[src/rtl/adc_control_conditioner.sv]
// adc_control_conditioner: turns raw ADC frames into clean control values.
// The frame strobe is synchronised into i_clock and the frequency word is
// smoothed by an EMA. A hysteresis gate stops small pitch jitter from
// reaching o_frequency. The harmonic scale is taken from the top bits of
// i_data1. A stale flag rises when frames stop arriving.
module adc_control_conditioner #(
  parameter int unsigned SMOOTH_SHIFT   = 3,
  parameter logic [15:0] HYSTERESIS     = 16'd4,
  parameter int unsigned SCALE_SHIFT    = 11,
  parameter logic [15:0] RESET_FREQ     = 16'd1000,
  parameter logic [23:0] TIMEOUT_CYCLES = 24'd7200000
) (
  input  logic        i_clock,
  input  logic        i_rstn,
  input  logic        i_data_received,
  input  logic [15:0] i_data0,
  input  logic [15:0] i_data1,
  output logic [15:0] o_frequency,
  output logic [5:0]  o_harmonic_scale,
  output logic        o_update,
  output logic        o_stale
);

  localparam int unsigned DW = 16;
  localparam int unsigned AW = DW + SMOOTH_SHIFT;
  localparam int unsigned CW = 24;
  localparam int unsigned SW = 5;

  typedef enum logic [1:0] {
    IDLE    = 2'd0,
    FILTER  = 2'd1,
    COMPARE = 2'd2,
    PUBLISH = 2'd3
  } state_t;

  state_t          state_q;
  logic            s1_q, s2_q, s3_q;
  logic            event_c;
  logic            pending_q;
  logic            primed_q;
  logic            published_q;
  logic [DW-1:0]   samp_q;
  logic [DW-1:0]   raw_scale_q;
  logic [AW-1:0]   acc_q;
  logic [CW-1:0]   cnt_q, cnt_d;

  logic [AW-1:0]   acc_next_c;
  logic [DW-1:0]   filt_c;
  logic [DW:0]     diff_c;
  logic            freq_load_c;
  logic            freq_chg_c;
  logic [SW-1:0]   new_scale_c;
  logic            scale_chg_c;

  // Three-flop strobe synchroniser; one event per rising edge of the strobe
  always_ff @(posedge i_clock or negedge i_rstn) begin
    if (!i_rstn) begin
      s1_q <= 1'b0;
      s2_q <= 1'b0;
      s3_q <= 1'b0;
    end else begin
      s1_q <= i_data_received;
      s2_q <= s1_q;
      s3_q <= s2_q;
    end
  end

  assign event_c = s2_q & ~s3_q;

  // Next value of the frame-gap counter: cleared by an event, saturating
  always_comb begin
    cnt_d = cnt_q;
    if (event_c) begin
      cnt_d = '0;
    end else if (cnt_q != TIMEOUT_CYCLES) begin
      cnt_d = cnt_q + CW'(1);
    end
  end

  // Frame-gap counter and stale flag, both updated on the event edge
  always_ff @(posedge i_clock or negedge i_rstn) begin
    if (!i_rstn) begin
      cnt_q   <= '0;
      o_stale <= 1'b0;
    end else begin
      cnt_q   <= cnt_d;
      o_stale <= !event_c && (cnt_d == TIMEOUT_CYCLES);
    end
  end

  // EMA step, filtered value, hysteresis distance and scale extraction
  always_comb begin
    acc_next_c  = acc_q - (acc_q >> SMOOTH_SHIFT) + AW'(samp_q);
    filt_c      = DW'(acc_q >> SMOOTH_SHIFT);
    if (filt_c >= o_frequency) begin
      diff_c = {1'b0, filt_c} - {1'b0, o_frequency};
    end else begin
      diff_c = {1'b0, o_frequency} - {1'b0, filt_c};
    end
    freq_load_c = !published_q || (diff_c >= {1'b0, HYSTERESIS});
    freq_chg_c  = freq_load_c && (filt_c != o_frequency);
    new_scale_c = SW'(raw_scale_q >> SCALE_SHIFT);
    scale_chg_c = ({1'b0, new_scale_c} != o_harmonic_scale);
  end

  // Frame sequencer: latch, filter, compare/publish, drop the update pulse
  always_ff @(posedge i_clock or negedge i_rstn) begin
    if (!i_rstn) begin
      state_q          <= IDLE;
      pending_q        <= 1'b0;
      primed_q         <= 1'b0;
      published_q      <= 1'b0;
      samp_q           <= '0;
      raw_scale_q      <= '0;
      acc_q            <= '0;
      o_frequency      <= RESET_FREQ;
      o_harmonic_scale <= '0;
      o_update         <= 1'b0;
    end else begin
      case (state_q)
        IDLE: begin
          if (event_c || pending_q) begin
            samp_q      <= i_data0;
            raw_scale_q <= i_data1;
            pending_q   <= 1'b0;
            state_q     <= FILTER;
          end
        end
        FILTER: begin
          if (event_c) begin
            pending_q <= 1'b1;
          end
          if (!primed_q) begin
            acc_q    <= AW'(samp_q) << SMOOTH_SHIFT;
            primed_q <= 1'b1;
          end else begin
            acc_q <= acc_next_c;
          end
          state_q <= COMPARE;
        end
        COMPARE: begin
          if (event_c) begin
            pending_q <= 1'b1;
          end
          if (freq_load_c) begin
            o_frequency <= filt_c;
          end
          if (scale_chg_c) begin
            o_harmonic_scale <= {1'b0, new_scale_c};
          end
          published_q <= 1'b1;
          o_update    <= freq_chg_c || scale_chg_c;
          state_q     <= PUBLISH;
        end
        PUBLISH: begin
          if (event_c) begin
            pending_q <= 1'b1;
          end
          o_update <= 1'b0;
          state_q  <= IDLE;
        end
        default: begin
          state_q <= IDLE;
        end
      endcase
    end
  end

endmodule

[config.mk]
export PLATFORM = sky130hd
export DESIGN_NAME = adc_control_conditioner
export DESIGN_NICKNAME = d
export VERILOG_FILES = /design/src/rtl/adc_control_conditioner.sv
export SDC_FILE = /design/constraint.sdc
export NUM_CORES = 1
export LEC_CHECK = 0
export ABC_AREA = 1
export CORE_MARGIN = 2
export CORE_UTILIZATION = 50
export CTS_BUF_LIST = sky130_fd_sc_hd__clkbuf_8
export CTS_CLUSTER_DIAMETER = 30
export DETAILED_ROUTE_END_ITERATION = 12
export GPL_TIMING_DRIVEN = 0
export MAX_ROUTING_LAYER = met4
export PLACE_DENSITY = 0.74
export SYNTH_ARGS = -nofsm -noshare
export SYNTH_HDL_FRONTEND = slang
export SYNTH_SLANG_ARGS = --single-unit
[constraint.sdc]
create_clock -name i_clock -period 4.2 [get_ports i_clock]
set_input_delay 0.84 -clock i_clock [delete_from_list [all_inputs] [get_ports i_clock]]
set_output_delay 0.84 -clock i_clock [all_outputs]
set_load 0.01 [all_outputs]
Word-level counts from Yosys, hierarchy flattened --
Index checks and enable logic that the tools add are counted.
Operators by class: add/sub/neg operators 5, order comparisons 2, equality and inequality tests 9, multiplexer cells 10, bitwise operators 2, reduce and logical (&&, ||, !) cells 14
Operators with widths (number):
- $mux 24 | 2
- $sub 16x16->17 | 2
- $add 24x1->24 const B | 1
- $eq 24x23->1 const B | 1
- $ne 24x23->1 const B | 1
- $add 19x16->19 | 1
- $mux 19 | 1
- $sub 19x16->19 | 1
- $ge 17x3->1 const B | 1
- $mux 17 | 1
- $ge 16x16->1 | 1
- $ne 16x16->1 | 1
- $pmux 2 s4 | 1
- $reduce_and 2->1 | 4
- $ne 5x5->1 | 1
- $eq 2x2->1 const B | 2
- $pmux 1 s2 | 2
- $logic_or 1x1->1 | 3
- $reduce_or 3->1 | 1
- $eq 2x1->1 const B | 1
- $logic_and 1x1->1 | 2
- $logic_not 1->1 | 2
- $logic_not 2->1 | 1
- $mux 1 | 2
- 6 further kinds | 6
Word-level totals: register bits after elaboration 106, bits of input ports 35, output and inout port bits 24, word-level logic and storage cells 57

Depth between registers and ports, before layout --
Gate-level depths: netlist of run 1.
depth in word-level cells 7, mapped depth 23, gate-level depth less buffers 21

Worst setup path before layout of run 1 --
No wires, ideal clock.
path type register to register, from reg samp_q[1], to reg acc_q[16], setup time 132 ps, arrival time 2595 ps, required time 4068 ps, slack 1473 ps, stages on the path, launching flop included 17, buffers on the path 0, period minus slack after synthesis 2727 ps, cells stage by stage dfrtp_1 -> inv_1 -> fa_1 -> inv_1 -> fa_1 -> nand2_1 -> inv_1 -> a21oi_1 -> o21ai_0 -> nand2_1 -> o21bai_1 -> a21oi_1 -> o21ai_0 -> nand2_1 -> nand3_1 -> nand2_1 -> o21ai_0
On the way: longest elaborated chain between the ends 2
Ends and longest elaborated chain:
- from (decl) | RTL line 42 | logic [DW-1:0] samp_q;
- from (signal assigned) | RTL line 123 | samp_q <= i_data0;
- $add 19x16->19 | RTL line 93 | acc_next_c = acc_q - (acc_q >> SMOOTH_SHIFT) + AW'(samp_q);
- $mux 19 | RTL line 133 | if (!primed_q) begin
- to (signal assigned) | RTL line 134 | acc_q <= AW'(samp_q) << SMOOTH_SHIFT;
- to (signal assigned) | RTL line 137 | acc_q <= acc_next_c;
- to (decl) | RTL line 44 | logic [AW-1:0] acc_q;
No other way between the ends. A chain may end at the register's enable or synchronous reset.

Final worst setup path of run 1 --
from reg acc_q[4], to reg acc_q[15]
On the way: longest elaborated chain between the ends 3
Ends and longest elaborated chain (RTL line):
- $sub 19x16->19 | 93
- $add 19x16->19 | 93
- $mux 19 | 133
No other way between the ends.

==> results.py, run 1 <==
metrics = {
    "run_status": {
        "status": "complete, no violations",
    },
    "floorplanning": {
        "initial_core_util_pct": 51.24,
        "die_w_um": 128.8,
        "die_y_um": 128.8,
        "core-area_mm2": 0.01520,
        "io_pins": 59,
        "rows": 45,
        "die_area_mm2": 0.01659,
    },
    "global_routing": {
        "track_usage_pct": 25.49,
        "grt_pass1_wl_um": 32930,
        "grt_max_degree": 61,
        "grt-ovfl-total": 0,
        "antenna_found_initial": 0,
        "grt_pass1_vias": 6771,
    },
    "worst_hold_path": {
        "hold_depth": 0,
        "min_path_type": "reg -> reg",
    },
    "detailed_routing": {
        "dr.pass1.iters": 5,
        "vias": 7216,
        "vias_per_cell": 5.286,
        "wire_per_inst_um": 14.28,
        "postRouteAntennaNets": 0,
        "drt_wl_total_um": 19490,
        "drtIter0Drc": 538,
        "drc": 0,
    },
    "worst_setup_path": {
        "worstSetupEndpointType": "flop",
        "cp.required_ns": 4.45,
        "cp.arrival_ns": 3.67,
        "cp_max_fo": 5,
        "rr_worst_depth": 13,
        "cp-endpoint": "acc_q[15]$_DFFE_PN0N_",
        "r2r-end": "acc_q[15]$_DFFE_PN0N_",
        "worst-setup-path-type": "reg -> reg",
        "cp-startpoint": "acc_q[4]$_DFFE_PN0N_",
        "start_kind": "flop",
        "r2r_start": "acc_q[4]$_DFFE_PN0N_",
        "reg2reg_slack_ns": 0.77,
    },
    "clock_network": {
        "cts_tree": "yes",
        "insertion_delay_ns": 0.39,
        "clk_path_buf_depth": 2,
        "cts-hold-fix-buffers": 0,
        "cts_buffers": 9,
        "clk_pin_slew_ns": 0.12,
        "postCtsSetupBuffers": 0,
        "clock-root-buffer": "clkbuf_8",
        "cts_max_level": 3,
        "cts_resized": 0,
        "cts_sinks": 95,
    },
    "timing": {
        "period_share_pct": 81.57,
        "hold_viol": 0,
        "slew_headroom_pct": 58.45,
        "period_needed_ns": 3.426,
        "fmax_mhz": 291.9,
        "skew_ns": 0.02048,
        "setup_viol": 0,
        "rsz0062_at_grt": "no",
        "slew_viol_final": 0,
        "tightest_slew_ns": 0.6232,
    },
    "layout": {
        "n_antenna_cell": 0,
        "layout_commonest_cell": "nand2_1",
        "multiInputGateArea_mm2": 0.004498,
        "seqCellArea_mm2": 0.002385,
        "final_nets": 1283,
        "mostFrequentLayoutCells": "257 x nand2_1, 205 x inv_1, 98 x nor2_1, 90 x nand3_1, 89 x dfrtp_1",
        "area_delta_synth_final_pct": 11.92,
        "drive_gt1_share_pct": 5.438,
        "fill_cells": 1497,
        "fin_util_pct": 57.35,
        "fin_cells": 1365,
    },
    "logic_synthesis": {
        "async_reset_ff_share_pct": 100.0,
        "syn_nets": 1225,
        "syn_area_per_cell_um2": 6.993,
        "ys.flop_type": "dfrtp_1",
        "synth_edf_count": 0,
        "ys_types": 43,
        "syn_area_mm2": 0.007790,
        "ys_warn_count": 0,
        "postSynthCellCount": 1114,
        "synth_seq_cells": 95,
        "seq_area_frac_synth_pct": 30.61,
    },
    "run": {
        "max-cap-violations": 0,
    },
    "placement": {
        "io_buffers": 46,
        "place_inst": 1349,
        "finalWeightedCongestion": 0.9327,
        "hpwl_um": 15830,
    },
}
-- Yosys cell counts, drive strengths merged (2+ instances only) --
cell type / number / share of area (%)
and2: 4 / 0.32
xnor2: 6 / 0.67
buf: 10 / 0.98
xor2: 22 / 2.5
nand4: 25 / 2.0
dfrtp: 89 / 29
nand3: 94 / 6.4
o21bai: 4 / 0.39
fa: 18 / 4.6
nor4: 3 / 0.24
ha: 58 / 9.3
nor2: 107 / 5.6
or2: 4 / 0.32
o22ai: 5 / 0.40
o21ai: 63 / 4.0
a21oi: 82 / 5.3
nand2: 266 / 13
o31ai: 2 / 0.19
dfstp: 6 / 2.0
a21o: 3 / 0.29
inv: 205 / 9.9
nor3: 12 / 0.77
clkbuf: 15 / 0.74
o211ai: 2 / 0.19
-- worst max-delay path: stages, from the launching register on --
cell,delay (ns)
dfrtp_1,0.54
inv_1,0.22
fa_1,0.56
inv_1,0.05
ha_1,0.34
nand2_1,0.13
inv_1,0.05
a21oi_1,0.30
o21ai_0,0.23
a21oi_1,0.29
o21ai_0,0.15
xor2_1,0.16
o21ai_0,0.18
o21ai_0,0.11
-- per-layer routing --
layer,wire [um],part of all wire (%),track usage [%],vias up
li1,-,-,-,3652
met1,9403,48,35.83,3351
met2,8840,45,39.56,190
met3,828,4.2,2.578,23
met4,416,2.1,6.969,0
met5,0,0,-,-
-- metrics by stage --
| step | cell area (um^2) | TNS, ns | hold WS, ns | setup slack [ns] |
|---|---|---|---|---|
| 5_1_grt | 8718 | 0 | 0.3922 | 0.5239 |
| 4_1_cts | 8718 | 0 | 0.3825 | 0.7677 |
| 3_5_place_dp | 8511 | 0 | 0.3544 | 0.8465 |
| 6_report | 8718 | 0 | 0.3875 | 0.7741 |
| 2_1_floorplan | 7790 | 0 | 0.3312 | 1.473 |
| 3_3_place_gp | 8486 | -106.27 | 0.3347 | -1.200 |
-- final cells by class --
| cell class | count | share of cell area [%] |
|---|---|---|
| multi-input combinational | 788 | 51.59 |
| sequential | 95 | 27.35 |
| inverter | 206 | 8.869 |
| timing repair buffer | 47 | 5.568 |
| tap | 188 | 2.698 |
| buffer | 25 | 1.536 |
| clock buffer | 9 | 1.421 |
| clock inverter | 7 | 0.9615 |
-- registers in the layout, summed over array words and instances (netlist names) --
name,cells
s3_q,1
s2_q,1
primed_q,1
published_q,1
o_frequency,16
state_q,2
s1_q,1
o_stale,1
o_update,1
pending_q,1
acc_q,19
o_harmonic_scale,5
cnt_q,24
raw_scale_q,5
samp_q,16
-- logic make-up after synthesis --
group,count (synthesis),synth area share [%]
AND/OR/NAND/NOR,516,29.09
buffers and inverters,231,11.64
AO/OA/AOI/OAI,166,11.37
flip-flops,95,30.61
adder cells (fa/ha/maj),76,13.94
XOR/XNOR,28,3.148
other,1,0.04814
multiplexers,1,0.1445
-- how the worst min path moves through the flow --
stage / start / endpoint
2_1_floorplan: s1_q$_DFF_PN0_ / s2_q$_DFF_PN0_
3_3_place_gp: s1_q$_DFF_PN0_ / s2_q$_DFF_PN0_
3_5_place_dp: s1_q$_DFF_PN0_ / s2_q$_DFF_PN0_
4_1_cts: s1_q$_DFF_PN0_ / s2_q$_DFF_PN0_
5_1_grt: s1_q$_DFF_PN0_ / s2_q$_DFF_PN0_
6_report: s1_q$_DFF_PN0_ / s2_q$_DFF_PN0_
Power of run 1 is not shown: default switching activity piles up to over one toggle a cycle in this logic, so the estimate is an artifact.
==> run 2: changes to the inputs <==
Clock period 4.2 ns to 3.5 ns, I/O delays scaled along.
==> results.py, run 2 (synthesized netlist as in run 1, its figures left out) <==
metrics = {
    "worst_setup_path": {
        "cp.required_ns": 3.76,
        "start_kind": "flop",
        "cp.arrival_ns": 3.50,
        "rr_worst_depth": 13,
        "cp_max_fo": 5,
        "cp_num_cells": 13,
        "crit_top_cell": "o21ai_0",
        "cpMaxStageDelayCell": "fa_1",
        "path_delay_family": "compound AO/OA/AOI/OAI gates",
        "critical_path_buf_inv_count": 3,
        "worstPathCellList": "inv_1 -> fa_1 -> inv_1 -> ha_1 -> nand2_1 -> inv_1 -> a21oi_2 -> o21ai_0 -> a21oi_1 -> o21ai_0 -> xor2_1 -> o21ai_0 -> o21ai_0",
        "worst-setup-path-type": "reg -> reg",
        "worstSetupEndpointType": "flop",
        "critPathMaxStageDelay_ns": 0.53,
    },
    "global_routing": {
        "grt_use_met1_pct": 35.83,
        "grt_pass1_vias": 6771,
        "top_usage_layer": "met2",
        "track_usage_pct": 25.49,
        "grtUsageMet3_pct": 2.578,
        "antenna_found_initial": 0,
        "grt_max_degree": 61,
        "grt-ovfl-total": 0,
        "grt_pass1_wl_um": 32930,
        "grtUsageMet2_pct": 39.56,
    },
    "timing": {
        "period_share_pct": 92.73,
        "skew_ns": 0.01587,
        "tns_ns": 0,
        "tightest_slew_ns": 0.6253,
        "rsz0062_at_grt": "no",
        "slew_headroom_pct": 58.31,
        "setup_viol": 0,
        "slew_viol_final": 0,
        "hold_viol": 0,
        "fmax_mhz": 308.1,
        "period_needed_ns": 3.245,
    },
    "clock_network": {
        "cts_tree": "yes",
        "insertion_delay_ns": 0.38,
        "clock-root-buffer": "clkbuf_8",
        "clk_path_buf_depth": 2,
        "clk_pin_slew_ns": 0.11,
        "cts_resized": 0,
        "cts_max_level": 3,
        "postCtsSetupBuffers": 0,
        "cts-hold-fix-buffers": 0,
        "cts_sinks": 95,
        "cts_buffers": 9,
    },
    "floorplanning": {
        "initial_core_util_pct": 51.24,
        "die_y_um": 128.8,
        "die_area_mm2": 0.01659,
        "rows": 45,
        "core-area_mm2": 0.01520,
        "io_pins": 59,
        "die_w_um": 128.8,
    },
    "placement": {
        "io_buffers": 46,
        "finalWeightedCongestion": 0.9327,
        "hpwl_um": 15830,
    },
    "detailed_routing": {
        "postRouteAntennaNets": 0,
        "drc": 0,
        "vias": 7224,
        "drtIter0Drc": 534,
        "wire_per_inst_um": 14.35,
        "drt_wl_total_um": 19580,
        "vias_per_cell": 5.292,
        "dr.pass1.iters": 6,
    },
    "worst_hold_path": {
        "min_path_type": "in -> async",
    },
    "layout": {
        "top_register": "cnt_q",
        "layout_commonest_cell": "nand2_1",
        "n_antenna_cell": 0,
        "final_nets": 1283,
        "fill_cells": 1493,
        "mostFrequentLayoutCells": "256 x nand2_1, 205 x inv_1, 98 x nor2_1, 90 x nand3_1, 88 x dfrtp_1",
        "drive_gt1_share_pct": 5.862,
        "largestRegisters": "cnt_q x24, acc_q x19",
        "area_delta_synth_final_pct": 12.11,
        "largest_register_ffs": 24,
    },
    "run_status": {
        "status": "complete, no violations",
    },
    "run": {
        "max-cap-violations": 0,
    },
}
==> run 2: cell counts in the layout (fill, tap and decap cells not counted) <==
Identical to the previous run, type by type.
==> run 2: path summary, 6_finish.rpt <==
kind | end | start | slack (ns)
min reg2reg | s2_q$_DFF_PN0_ | s1_q$_DFF_PN0_ | 0.39
max reg2reg | acc_q[15]$_DFFE_PN0N_ | acc_q[3]$_DFFE_PN0N_ | 0.25
max | acc_q[15]$_DFFE_PN0N_ | acc_q[3]$_DFFE_PN0N_ | 0.25
max in group asynchronous | o_frequency[9]$_DFFE_PN1P_ | i_rstn | 2.52
min | o_stale$_DFF_PN0_ | i_rstn | 0.26
min in group i_clock | s2_q$_DFF_PN0_ | s1_q$_DFF_PN0_ | 0.39
==> run 2: per-layer routing <==
layer	wire length [um]	part of all wire, %
met5	0	0
met3	868	4.4
met1	9420	48
met4	417	2.1
met2	8875	45
==> run 2: metrics by stage <==
stage               std cells  utilization, %  instance area (um^2)  setup WS (ns)  hold WS, ns
detailed placement       1349           55.98                  8511         0.1465       0.3544
global route             1365           57.45                  8733        0.02456       0.2856
global placement         1348           55.82                  8486         -1.760       0.3347
floorplan                1114               -                  7790         0.7730       0.3312
CTS                      1365           57.35                  8718        0.06769       0.2687
finish                   1365           57.45                  8733         0.2545       0.2625
==> run 2: layout make-up <==
class                      instances  area (um^2)  share of cell area, %
inverter                         206        773.2                  8.854
sequential                        95         2386                  27.32
multi-input combinational        788         4512                  51.66
clock inverter                     7        83.83                 0.9599
tap                              188        235.2                  2.693
clock buffer                       9        123.9                  1.418
timing repair buffer              47        485.5                  5.559
buffer                            25        133.9                  1.533
==> run 2: worst reg2reg max path: stages (launching register included) <==
cell and delay [ns]:
dfrtp_1 0.50, inv_1 0.17, fa_1 0.54, inv_1 0.05
ha_1 0.36, nand2_1 0.13, inv_1 0.06, a21oi_2 0.21
o21ai_0 0.19, a21oi_1 0.28, o21ai_0 0.15, xor2_1 0.16
o21ai_0 0.19, o21ai_0 0.11
Power of run 2 is left out for the same reason.
